--- config.mk ---
export PLATFORM = sky130hd
export DESIGN_NAME = rng_ranged
export DESIGN_NICKNAME = d
export VERILOG_FILES = /design/src/rtl/rng_ranged.sv
export SDC_FILE = /design/constraint.sdc
export NUM_CORES = 1
export LEC_CHECK = 0
export CELL_PAD_IN_SITES_DETAIL_PLACEMENT = 0
export CELL_PAD_IN_SITES_GLOBAL_PLACEMENT = 1
export CORE_ASPECT_RATIO = 1.25
export CORE_UTILIZATION = 38
export DETAILED_ROUTE_END_ITERATION = 8
export DONT_BUFFER_PORTS = 1
export PLACE_DENSITY_LB_ADDON = 0.25
export RECOVER_POWER = 25
export SETUP_SLACK_MARGIN = 0.4
export SLEW_MARGIN = 20
export SYNTH_ARGS = -nofsm -noshare
export SYNTH_HDL_FRONTEND = slang
export SYNTH_SLANG_ARGS = --single-unit
--- constraint.sdc ---
create_clock -name clk -period 2.9 [get_ports clk]
set_input_delay 0 -clock clk [delete_from_list [all_inputs] [get_ports clk]]
set_output_delay 0 -clock clk [all_outputs]
set_load 0.05 [all_outputs]
--- src/rtl/rng_ranged.sv ---
// ============================================================================
// Module   : rng_ranged
// Purpose  : LFSR random source with exact [MIN_VALUE, MAX_VALUE] range by
//            rejection sampling, valid/ready output register, runtime reseed.
//            Optional zero-seed guard: define RNG_ZERO_GUARD_EN.
// Revision : 1.0 - initial release
// ============================================================================
`default_nettype none

module rng_ranged #(
    parameter int unsigned         WIDTH     = 10,
    parameter logic [WIDTH-1:0]    TAPS      = 10'h240,
    parameter logic [WIDTH-1:0]    SEED      = 1,
    parameter int unsigned         MIN_VALUE = 200,
    parameter int unsigned         MAX_VALUE = 1223,
    parameter int unsigned         REJ_W     = 16
) (
    input  logic                                      clk,
    input  logic                                      reset,
    input  logic                                      enable,
    input  logic                                      seed_load,
    input  logic [WIDTH-1:0]                          seed_in,
    input  logic                                      out_ready,
    output logic                                      out_valid,
    output logic [$clog2(64'(MAX_VALUE) + 64'd1)-1:0] out_value,
    output logic [REJ_W-1:0]                          reject_cnt
`ifdef RNG_ZERO_GUARD_EN
    ,
    output logic                                      seed_err
`endif
);

    localparam int          OW     = $clog2(64'(MAX_VALUE) + 64'd1);
    localparam logic [32:0] RANGE  = 33'(MAX_VALUE) - 33'(MIN_VALUE) + 33'd1;
    localparam int          RB_RAW = $clog2(RANGE);
    localparam int          RBITS  = (RB_RAW < 1) ? 1 : RB_RAW;

    logic [WIDTH-1:0] lfsr_q, lfsr_d;
    logic             out_valid_q, out_valid_d;
    logic [OW-1:0]    out_value_q, out_value_d;
    logic [REJ_W-1:0] reject_cnt_q, reject_cnt_d;

    logic             w_fb;
    logic [WIDTH-1:0] w_lfsr_next;
    logic [RBITS-1:0] w_cand;
    logic             w_accept;
    logic             w_free;
    logic [WIDTH-1:0] w_seed_sel;

    assign w_fb        = ^(lfsr_q & TAPS);
    assign w_lfsr_next = {lfsr_q[WIDTH-2:0], w_fb};
    assign w_cand      = lfsr_q[RBITS-1:0];
    assign w_accept    = (33'(w_cand) < RANGE);
    assign w_free      = !out_valid_q || out_ready;

`ifdef RNG_ZERO_GUARD_EN
    logic seed_err_q, seed_err_d;
    logic w_seed_zero;

    // A zero seed would lock the LFSR, so the reset seed is used instead.
    assign w_seed_zero = (seed_in == '0);
    assign w_seed_sel  = w_seed_zero ? SEED : seed_in;
    assign seed_err    = seed_err_q;
`else
    assign w_seed_sel  = seed_in;
`endif

    always_comb begin
        lfsr_d       = lfsr_q;
        out_valid_d  = out_valid_q;
        out_value_d  = out_value_q;
        reject_cnt_d = reject_cnt_q;
`ifdef RNG_ZERO_GUARD_EN
        seed_err_d   = 1'b0;
`endif
        if (seed_load) begin
            lfsr_d      = w_seed_sel;
            out_valid_d = 1'b0;
`ifdef RNG_ZERO_GUARD_EN
            seed_err_d  = w_seed_zero;
`endif
        end else if (!enable) begin
            if (out_valid_q && out_ready) begin
                out_valid_d = 1'b0;
            end
        end else begin
            // The LFSR keeps stepping under backpressure; draws are simply skipped.
            lfsr_d = w_lfsr_next;
            if (w_free) begin
                if (w_accept) begin
                    out_value_d = OW'(w_cand) + OW'(MIN_VALUE);
                    out_valid_d = 1'b1;
                end else begin
                    if (out_ready) begin
                        out_valid_d = 1'b0;
                    end
                    if (reject_cnt_q != {REJ_W{1'b1}}) begin
                        reject_cnt_d = reject_cnt_q + 1'b1;
                    end
                end
            end
        end
    end

    always_ff @(posedge clk or posedge reset) begin
        if (reset) begin
            lfsr_q       <= SEED;
            out_valid_q  <= 1'b0;
            out_value_q  <= '0;
            reject_cnt_q <= '0;
`ifdef RNG_ZERO_GUARD_EN
            seed_err_q   <= 1'b0;
`endif
        end else begin
            lfsr_q       <= lfsr_d;
            out_valid_q  <= out_valid_d;
            out_value_q  <= out_value_d;
            reject_cnt_q <= reject_cnt_d;
`ifdef RNG_ZERO_GUARD_EN
            seed_err_q   <= seed_err_d;
`endif
        end
    end

    assign out_valid  = out_valid_q;
    assign out_value  = out_value_q;
    assign reject_cnt = reject_cnt_q;

endmodule

`default_nettype wire

Yosys cells after proc, flatten, opt, wreduce, memory -nomap -nowiden
Index checks and enable logic that the tools add are counted.
{"block": "classes", "n_addsub": 1, "eq_ne": 1, "n_mux": 6, "bitwise_logic": 1, "n_reduce_logical": 8}
{"op": "$mux W10", "count": 2}
{"op": "$add A10 B8 Y11 const B", "count": 1}
{"op": "$reduce_xor A10 Y1", "count": 1}
{"op": "$mux W1", "count": 4}
{"op": "$ne A3 B1 Y1 const B", "count": 1}
{"op": "$reduce_and A3 Y1", "count": 1}
{"op": "$reduce_bool A3 Y1", "count": 1}
{"op": "$reduce_and A2 Y1", "count": 1}
{"op": "$reduce_bool A2 Y1", "count": 1}
{"op": "$logic_and A1 B1 Y1", "count": 1}
{"op": "$logic_not A1 Y1", "count": 1}
{"op": "$logic_or A1 B1 Y1", "count": 1}
{"op": "$not A1 Y1", "count": 1}
{"block": "totals", "ff_bits": 22, "input_bits": 15, "output_inout_bits": 28, "wordCells": 20}

Depth between registers and ports, before layout
Gate-level depths: netlist of run 1.
{"block": "depth", "depth_word": 5, "depth_mapped": 4, "mapped_depth_nobuf": 4}

Worst setup path after synthesis of run 1
OpenSTA, ideal clock, no wires.
{"block": "synth_timing", "path_kind": "reg-to-reg", "start": "register out_valid_q (netlist: out_valid)", "end": "register out_value_q[0] (netlist: out_value[0])", "setup_ns": 0.125, "arrival_ns": 1.393, "required_ns": 2.775, "path_slack_ns": 1.382, "path_stages_with_launch": 5, "path_buffers": 1, "path_cell_list": "dfrtp_1 > nand2b_1 > and2_4 > buf_6 > mux2_4"}
{"block": "synth_between", "elab_chain_len": 3}
{"element": "start, declared", "line_no": "39", "source": "logic out_valid_q, out_valid_d;"}
{"element": "start signal, assigned", "line_no": "116", "source": "out_valid_q <= out_valid_d;"}
{"element": "$logic_not A1 Y1", "line_no": "54", "source": "assign w_free = !out_valid_q || out_ready;"}
{"element": "$logic_or A1 B1 Y1", "line_no": "54"}
{"element": "$reduce_and A3 Y1 (no source line)"}
{"element": "end signal, assigned", "line_no": "117", "source": "out_value_q <= out_value_d;"}
{"element": "end, declared", "line_no": "40", "source": "logic [OW-1:0] out_value_q, out_value_d;"}
No other way between the ends.
A chain may end at the register's enable or synchronous reset.

Final worst setup path of run 1
{"block": "layout_timing", "start": "register out_valid_q (netlist: out_valid)", "end": "register out_valid_q (netlist: out_valid)"}
{"block": "layout_between", "elab_chain_len": 4, "elab_cells_between_ends": 6, "cone_classes": "1 x eq/ne; 5 x reduce/logical"}
{"element": "$logic_not A1 Y1", "line_no": "54"}
{"element": "$logic_or A1 B1 Y1", "line_no": "54"}
{"element": "$ne A3 B1 Y1 (no source line)"}
{"element": "$reduce_and A2 Y1 (no source line) *"}
Mark *: on every way between the ends. The rest lies on a longest branch, timed or not.

==> results by group, run 1 <==
STA
  – Fin crit share: 58.97%
  – Slew margin rel.: 44.19%
  – Fmax: 0.5847 GHz
  – Min Tclk post-route: 1710 ps
  – Final hold violation count: 0
  – Final clock skew: 4.189 ps
  – Count of final max-slew check failures: 0
  – Final setup viols: 0
  – Worst slew pin tran: 836.2 ps
  – RSZ-0062 raised after global routing: false
  – Fin Setup TNS: 0 ps

Synth
  – Yosys cell types: 25
  – Post-Syn Instances: 111
  – Synth area leaders: dfrtp_1 43%, buf_4 9.9%, mux2i_1 9.1%, mux2_4 8.7%, o21ai_0 4.5%
  – FF+latch count, synth: 22
  – Area leader, netlist: dfrtp_1
  – Top_reg_cell synth: dfrtp_1
  – Seq/Total Area, Yosys: 45.51%
  – Most common cell in the netlist: dfrtp_1
  – EDFF count, synth: 0
  – Async SR Flop Fraction: 100.0%
  – Synthesized area: 0.001212 sq mm
  – Yosys top cell area share: 43.34%
  – Syn avg cell area: 10.92 sq um
  – Post-synth top cells: 21 x dfrtp_1, 16 x buf_4, 11 x mux2i_1, 11 x nand2_1, 11 x o21ai_0
  – Synth warnings: 0

Global route
  – Most Crowded Layer GR: met2
  – Number of global-route vias before repair: 733
  – Met1 Use GR: 16.03%
  – GRT Resource Usage Total: 14.08%
  – Largest net degree at the start of global routing: 23
  – M3 GR Usage: 3.241%
  – GR Overflow Total: 0
  – Met2 GRT Util: 24.53%
  – First-pass GRT wire length: 3491 um
  – Initial antenna violation count: 0

Power and ir drop
  – Flop pwr share: 59.7%
  – Cell Int Power: 0.5348 mW
  – P_sw: 0.3822 mW
  – Combinational power share: 21.7%
  – P per Cell Area: 645.8 mW/mm^2
  – P_leak: 0.6622 nW
  – Switching part of the total: 41.68%
  – Clk pwr share: 18.6%
  – Worst VDD drop: 0.2626 mV

Route
  – Final antenna-violating net count: 0
  – Drt first pass iters: 4
  – DR WL/cell: 13.15 um
  – DRC: 0
  – WL final: 2196 um
  – DRT iter0 DRCs: 17
  – Vias: 777
  – Via density per instance: 4.653

Placed design
  – IO buf count: 0
  – DP HPWL: 1460 um
  – Gpl congestion: 0.7434

Finish
  – Area growth from synthesis to layout: 17.13%
  – # fillers: 292
  – Fraction of layout cells with a size suffix above 1: 11.45%
  – NumNets Final: 148
  – Post-layout util: 47.33%
  – Antenna fix cells: 0

Worst hold path
  – HP Class: primary input to flop

Die
  – Core Rows: 22
  – Die Width: 52.52 um
  – Effective utilization at floorplan: 40.41%
  – I/O Pins: 43
  – DIE AREA: 0.003422 sq mm
  – Die H: 65.15 um
  – Core ar.: 0.003000 sq mm

CTS
  – Worst-skew pair later-pin latency: 310 ps
  – CTS tree: done
  – CTS sink count: 22
  – Root Driver: clkbuf_4
  – Clock Path Buffers: 2
  – Register clock-pin slew on the reported worst setup and hold paths: 120 ps
  – CTS resizes: 0
  – Setup bufs post-CTS: 0
  – Hold buffers post-CTS: 23
  – H-tree depth: 1
  – CTS Buf Count: 3

Critical path
  – Worst EP required: 3150 ps
  – Worst Path Arrival: 1960 ps
  – Crit Path Category: flop to flop
  – Crit. End Element: flop
  – Slowest stage cell on the critical path: dfrtp_1
  – Critical path launch point type: flop
  – Cell Chain, Critical Path: nand2b_1 -> a21oi_1 -> dlygate4sd3_1
  – Largest fanout on the critical path: 5
  – Critical path's largest stage delay: 670 ps

Run status
  – Status: completed

Run
  – Max-cap viol count: 0
-- cells in the final DEF, fill, tap and decap left out, drive strengths merged, types with 2 or more instances in the layout --
cell type,n
conb,16
dfrtp,21
mux2i,11
clkbuf,4
dlygate4sd3,23
a21oi,7
xor2,2
xnor2,3
inv,4
o21ai,11
nand2,11
mux2,7
-- critical path: cells and delay by family (launching register included) --
kind                   cells  cell delay [ps]
DFF                        1              670
buffers and inverters      1              580
and+or+nand+nor            1              220
AOI/OAI and AO/OA          1              170
-- sequential cells by signal, summed over array words and instances (netlist names) --
signal,flops
out_valid,1
lfsr_q,10
out_value,11
-- per-stage QoR --
step | hold WS [ps] | cells | power (mW) | cell area [sq um] | setup WS [ps]
6_report | 69.51 | 167 | 0.9171 | 1420 | 1190
2_1_floorplan | -11.52 | 126 | 0.7122 | 1269 | 1382
3_3_place_gp | 69.03 | 140 | 0.7111 | 1154 | 1391
3_5_place_dp | 66.68 | 140 | 0.7144 | 1154 | 1368
5_1_grt | 60.96 | 167 | 0.9638 | 1420 | 1080
4_1_cts | 47.97 | 167 | 0.9231 | 1420 | 1239
-- cell type report --
class | instances | area [sq um] | area share [%]
repair buffers | 23 | 230.2 | 16.21
multi-input cells | 78 | 541.8 | 38.15
well taps | 36 | 45.04 | 3.172
inverters | 4 | 15.01 | 1.057
flip-flops and latches | 22 | 551.8 | 38.85
clock buffers | 4 | 36.28 | 2.555
-- power by group through the flow --
stage	combinational [mW]	clock (mW)	sequential [mW]
after floorplan	0.180	0	0.532
after global placement	0.157	0	0.554
after detailed placement	0.160	0	0.555
after CTS	0.199	0.176	0.548
after global routing	0.217	0.191	0.556
final	0.199	0.170	0.548
-- kinds of logic after synthesis --
group | share of synthesized area, %
buffers and inverters | 14.45
flip-flops | 45.51
AND/OR/NAND/NOR | 6.605
XOR/XNOR | 3.613
multiplexers | 17.75
AO/OA/AOI/OAI | 10.73
adder cells (fa/ha/maj) | 1.032
other | 0.3093
-- path summary, 6_finish.rpt --
path                            from           end  slack [ps]  depth (start not counted)
min in group asynchronous      reset  out_value[7]         290                          2
setup reg to reg           out_valid     out_valid        1190                          3
setup / recovery           out_valid     out_valid        1190                          3
hold / removal                enable  out_value[5]          70                          3
max in group asynchronous      reset  out_value[4]        2100                          2
hold reg to reg            lfsr_q[2]  out_value[2]         560                          1
-- routing by layer --
metal  vias up  wire length [um]
li1        380                 -
met5         -                 0
met1       368               959
met3         2                83
met2        27              1138
met4         0                16
No activity file was read; power rests on OpenSTA's default activity.
==> run 2, diff against run 1 <==
ABC_AREA = 1   (was unset)
clock period = 1.52 ns   (was 2.9 ns; I/O delays follow)
==> run 2 against run 1 <==
Net effect: register-to-register slack lost 730 ps; first-iteration DRC count grew 24%; critical path depth grew 4; via count grew 16%; setup slack lost 730 ps; count of clock-buffer cells in the layout is the same; hold slack gained 56 ps; maximum frequency grew 62%; critical path type unchanged; critical endpoint is now out_value[9].
==> results by group, run 2 <==
Run status
  – Status: completed

STA
  – Count of final max-slew check failures: 0 (unchanged)
  – Fmax: 0.9456 GHz (+62%)
  – Final hold violation count: 0 (unchanged)
  – RSZ-0062 raised after global routing: true
  – Min Tclk post-route: 1058 ps (-652.6 ps)
  – Hold slack: 125.7 ps (+56.17 ps)
  – Fin crit share: 69.57% (+11 points)
  – Slew margin rel.: 62.24% (+18 points)
  – Final setup margin: 462.5 ps (-727.4 ps)
  – Final clock skew: 7.879 ps (+3.690 ps)
  – Worst slew pin tran: 566.4 ps (-269.8 ps)
  – Final setup viols: 0 (unchanged)
  – Fin Setup TNS: 0 ps (unchanged)

Global route
  – Largest net degree at the start of global routing: 23 (unchanged)
  – Initial antenna violation count: 0 (unchanged)
  – Number of global-route vias before repair: 844 (+15%)
  – First-pass GRT wire length: 3829 um (+9.7%)
  – GR Overflow Total: 0 (unchanged)
  – GRT Resource Usage Total: 15.46% (+1.4 points)

Route
  – Drt first pass iters: 4 (unchanged)
  – DRC: 0 (unchanged)
  – DRT iter0 DRCs: 21 (+4)
  – Via density per instance: 4.592 (-1.3%)
  – Final antenna-violating net count: 0 (unchanged)
  – Vias: 900 (+16%)
  – WL final: 2250 um (+2.5%)
  – DR WL/cell: 11.48 um (-13%)

Finish
  – Area growth from synthesis to layout: 18.74%
  – Max reg flops: 11 (unchanged)
  – NumNets Final: 177 (+20%)
  – Most common cell after layout, fill and taps aside: nand2_1
  – Most frequent cells in the layout: 48 x nand2_1, 20 x dfrtp_1, 16 x conb_1
  – Fraction of layout cells with a size suffix above 1: 17.50% (+6.0 points)
  – Antenna fix cells: 0 (unchanged)
  – Fin cells: 196 (+17%)
  – Post-layout util: 47.11% (-0.22 points)

Synth
  – Top_reg_cell synth: dfrtp_1
  – Yosys top cell area share: 44.97% (+1.6 points)
  – Post-synth top cells: 49 x nand2_1, 21 x dfrtp_1, 16 x buf_4
  – Synth warnings: 0 (unchanged)
  – Synth area leaders: dfrtp_1 45%, nand2_1 16%, buf_4 10%, o211ai_1 3.9%, o21ai_2 3.7%
  – FF+latch count, synth: 22 (unchanged)
  – Async SR Flop Fraction: 100.0% (unchanged)
  – Seq/Total Area, Yosys: 47.22% (+1.7 points)
  – Area leader, netlist: dfrtp_1
  – Post-Syn Instances: 136 (+23%)
  – EDFF count, synth: 0 (unchanged)
  – Most common cell in the netlist: nand2_1
  – Synthesized area: 0.001169 sq mm (-3.6%)
  – Yosys cell types: 24 (-4.0%)
  – Syn avg cell area: 8.593 sq um (-21%)

Placed design
  – IO buf count: 0 (unchanged)
  – Gpl congestion: 0.8054 (+8.3%)
  – Placed cell count: 175 (+25%)
  – DP HPWL: 1594 um (+9.2%)
  – Pre-CTS setup slack: 345.0 ps (-1023 ps)

Die
  – Core Rows: 22 (unchanged)
  – Die Width: 51.60 um (-1.8%)
  – Effective utilization at floorplan: 39.68% (-0.73 points)
  – DIE AREA: 0.003302 sq mm (-3.5%)
  – I/O Pins: 43 (unchanged)
  – Die H: 64 um (-1.8%)
  – Core ar.: 0.002945 sq mm (-1.8%)

Worst hold path
  – HP Class: primary input to flop
  – WHS Path Cells: 2 (-1)

Critical path
  – Crit. End Element: flop
  – Reg-to-reg slack, setup: 460 ps (-730 ps)
  – Crit Path Category: flop to flop
  – Largest fanout on the critical path: 3 (-2)
  – Worst Path Arrival: 1270 ps (-690 ps)
  – Worst EP required: 1730 ps (-1420 ps)
  – Critical path launch point type: flop
  – R2R depth: 7 (+4)

CTS
  – Worst-skew pair later-pin latency: 300 ps (about the same)
  – CTS Buf Count: 3 (unchanged)
  – CTS sink count: 22 (unchanged)
  – Clock Path Buffers: 2 (unchanged)
  – CTS tree: done
  – Root Driver: clkbuf_4
  – H-tree depth: 1 (unchanged)
  – Register clock-pin slew on the reported worst setup and hold paths: 120 ps (about the same)

Power and ir drop
  – P_leak: 0.6858 nW (+3.6%)
  – P per Cell Area: 1136 mW/mm^2 (+76%)
  – Worst VDD drop: 0.5370 mV (+100%)

Run
  – Max-cap viol count: 0 (unchanged)
-- run 2: cell types whose count changed in the layout (fill, tap and decap cells not counted), moves of 5 or more --
cell	before	now
o21ai_0	11	1
o211ai_1	0	6
o21ai_2	0	5
mux2_4	7	0
mux2i_1	11	0
a21oi_1	7	0
nand3_1	1	7
buf_4	0	7
nand2_1	11	48
inv_1	4	9
dlygate4sd3_1	23	14
-- run 2: where the power goes --
group | internal (mW) | leakage (nW) | total (mW) | switching [mW]
registers | 0.670 | 0.270 | 0.867 | 0.197
logic | 0.138 | 0.401 | 0.438 | 0.301
clock network | 0.102 | 0.0150 | 0.271 | 0.169
-- run 2: repair_timing --
action,4_1_cts,5_1_grt
gates resized for setup,0,4
hold buffers,15,0
setup buffers,2,0
setup endpoints to repair,2,9
hold endpoints to repair,33,0
-- run 2: final cells by class --
| type | count | area (sq um) |
|---|---|---|
| fill | 296 | 1558 |
| sequential | 22 | 553.0 |
| multi-input combinational | 99 | 505.5 |
| timing repair buffer | 23 | 210.2 |
| inverter | 12 | 47.55 |
| tap | 36 | 45.04 |
| clock buffer | 4 | 26.28 |
-- run 2: per-layer routing --
| layer | global-route usage, % | part of all wire (%) | vias up |
|---|---|---|---|
| met3 | 2.143 | 3.7 | 2 |
| met5 | 0 | 0 | - |
| li1 | - | - | 451 |
| met1 | 18.37 | 45 | 421 |
| met2 | 26.30 | 50 | 26 |
| met4 | 8.108 | 0.93 | 0 |
-- run 2: worst max-delay path, stage by stage, from the launching register on --
cell     delay, ps
dfrtp_1        400
ha_2           200
nand2_2         70
nand2_1         80
nand2_1         60
nand2_1         50
nand3_1         60
nand2_1         50
-- run 2: path summary, 6_finish.rpt --
path | to | from
min in group asynchronous | out_value[5] | reset
hold / removal | out_valid | seed_load
setup reg to reg | out_value[9] | lfsr_q[3]
setup / recovery | out_value[9] | lfsr_q[3]
hold reg to reg | out_value[10] | out_value[10]
max in group asynchronous | out_valid | reset
-- run 2: kinds of logic after synthesis --
group	synth area share [%]
XOR/XNOR	2.249
other	0.3209
AND/OR/NAND/NOR	24.41
flip-flops	47.22
buffers and inverters	15.63
AO/OA/AOI/OAI	9.100
adder cells (fa/ha/maj)	1.070
-- run 2: metrics by stage --
stage	cell area, sq um	power (mW)
detailed placement	1186	1.273
global route	1388	1.684
floorplan	1231	1.228
finish	1388	1.577
global placement	1186	1.267
CTS	1378	1.598
==> run 3, diff against run 2 <==
clock period = 0.8 ns   (was 1.52 ns; I/O delays follow)
==> run 3 against run 2 <==
Net effect: the flow now finishes with violations (hold timing, setup timing); non-clock buffer count is 5 higher; global-route usage shrank 0.12 points; routed wire length decreased by 2.5%; first-iteration DRC count shrank 14%; largest cell class unchanged; highest routed layer unchanged.
==> results by group, run 3 (same netlist as run 2, synthesis figures left out) <==
Run status
  – Status: finished, violations left
  – Failing checks: hold timing, setup timing

Placed design
  – Gpl congestion: 0.8043 (-0.14%)
  – DP HPWL: 1649 um (+3.4%)
  – Placed cell count: 192 (+9.7%)
  – IO buf count: 0 (unchanged)
  – Pre-CTS setup slack: -286.9 ps (-631.9 ps)

Critical path
  – Worst Setup SP: lfsr_q[4]
  – Crit. End Element: flop
  – Critical path launch point type: flop
  – Crit Path Category: flop to flop
  – R2R depth: 7 (unchanged)
  – Worst EP required: 1020 ps (-710 ps)
  – Worst R2R End: out_value[9]
  – Reg-to-reg slack, setup: -240 ps (-700 ps)
  – Largest fanout on the critical path: 3 (unchanged)
  – Worst R2R Start: lfsr_q[4]
  – Worst Path Arrival: 1260 ps (about the same)
  – CP endpoint: out_value[9]

Die
  – I/O Pins: 43 (unchanged)
  – Die H: 64 um (unchanged)
  – Core ar.: 0.002945 sq mm (unchanged)
  – DIE AREA: 0.003302 sq mm (unchanged)
  – Die Width: 51.60 um (unchanged)
  – Core Rows: 22 (unchanged)
  – Effective utilization at floorplan: 39.68% (unchanged)

Finish
  – Fraction of layout cells with a size suffix above 1: 46.67% (+29 points)
  – NumNets Final: 182 (+2.8%)
  – # fillers: 303 (+2.4%)
  – Area growth from synthesis to layout: 29.23%
  – Most frequent cells in the layout: 42 x nand2_1, 18 x buf_6, 16 x conb_1
  – Most common cell after layout, fill and taps aside: nand2_1
  – Fin cells: 201 (+2.6%)
  – Antenna fix cells: 0 (unchanged)
  – Max reg flops: 11 (unchanged)

Global route
  – Largest net degree at the start of global routing: 23 (unchanged)
  – GRT Resource Usage Total: 15.35% (-0.12 points)
  – First-pass GRT wire length: 3822 um (-0.18%)
  – Number of global-route vias before repair: 859 (+1.8%)
  – GR Overflow Total: 0 (unchanged)
  – Initial antenna violation count: 0 (unchanged)

STA
  – Slew margin rel.: 33.22% (-29 points)
  – Hold slack: -280.3 ps (-406.0 ps)
  – Fin crit share: 129.9% (+60 points)
  – Final clock skew: 12.51 ps (+4.631 ps)
  – Final setup margin: -239.4 ps (-701.9 ps)
  – RSZ-0062 raised after global routing: true
  – Fin Setup TNS: -3634 ps (-3634 ps)
  – Final hold violation count: 35 (+35)
  – Final setup viols: 31 (+31)
  – Min Tclk post-route: 1039 ps (-18.11 ps)
  – Worst slew pin tran: 996.2 ps (+429.8 ps)
  – Count of final max-slew check failures: 0 (unchanged)
  – Fmax: 0.9621 GHz (+1.7%)

Power and ir drop
  – Worst VDD drop: 1.020 mV (+90%)
  – P per Cell Area: 2204 mW/mm^2 (+94%)
  – P_leak: 0.7317 nW (+6.7%)

Route
  – Drt first pass iters: 2 (-2)
  – Via density per instance: 4.488 (-2.3%)
  – WL final: 2194 um (-2.5%)
  – Final antenna-violating net count: 0 (unchanged)
  – DRT iter0 DRCs: 18 (-14%)
  – Vias: 902 (+0.22%)
  – DR WL/cell: 10.92 um (-4.9%)
  – DRC: 0 (unchanged)

CTS
  – Worst-skew pair later-pin latency: 310 ps (about the same)
  – Clock Path Buffers: 2 (unchanged)
  – Root Driver: clkbuf_4
  – CTS Buf Count: 3 (unchanged)
  – H-tree depth: 1 (unchanged)
  – CTS tree: done
  – Register clock-pin slew on the reported worst setup and hold paths: 120 ps (about the same)
  – CTS sink count: 22 (unchanged)

Worst hold path
  – HP Class: primary input to asynchronous set/reset pin

Run
  – Max-cap viol count: 0 (unchanged)
-- run 3: worst min path at each step --
stage,from,end,slack (ps),depth (start not counted)
3_5_place_dp,reset,lfsr_q[1],-80,1
2_1_floorplan,reset,lfsr_q[1],-140,1
4_1_cts,reset,lfsr_q[3],-430,1
5_1_grt,seed_load,out_valid,-280,1
6_report,reset,out_value[5],-280,1
3_3_place_gp,reset,lfsr_q[2],-80,1
-- run 3: layout make-up --
cell class	instances	area [sq um]	area share [%]
flip-flops and latches	22	570.5	37.78
multi-input cells	99	534.3	35.38
inverters	12	56.30	3.728
repair buffers	28	277.8	18.39
clock buffers	4	26.28	1.740
well taps	36	45.04	2.983
-- run 3: timing repair --
| action | CTS | global route |
|---|---|---|
| gates resized for setup | 29 | 9 |
| pin swaps | 5 | 4 |
| hold endpoints to repair | 36 | 35 |
| buffers inserted | 4 | 1 |
| endpoints found under the setup margin | 34 | 34 |
-- run 3: stage by stage --
stage               total power, mW  util, %  hold slack [ps]  instance area, sq um
floorplan                     2.363        -           -135.5                  1249
global placement              2.602    45.20           -81.52                  1331
detailed placement            2.616    45.20           -79.79                  1331
CTS                           3.325    50.38           -431.3                  1484
global route                  3.521    51.27           -275.9                  1510
finish                        3.328    51.27           -280.3                  1510
-- run 3: where the power goes --
group | total (mW) | switching [mW] | internal, mW | leakage [nW]
clock | 0.522 | 0.327 | 0.195 | 0.0150
combinational | 1.37 | 0.874 | 0.499 | 0.464
sequential | 1.43 | 0.134 | 1.30 | 0.253
-- run 3: metal layers --
layer / global-route usage (%) / wire, um / vias to the layer above
met1: 18.48 / 957 / 414
met2: 26.62 / 1105 / 29
met3: 1.667 / 83 / 5
met5: 0 / 0 / -
met4: 7.095 / 46 / 0
li1: - / - / 454
-- run 3: critical path, stage by stage (launching register included) --
cell and delay [ps]:
dfrtp_1 410, ha_2 210, nand2_2 80, nand2_2 60, nand2_1 50, nand2_1 50, nand3_1 60, nand2_1 50
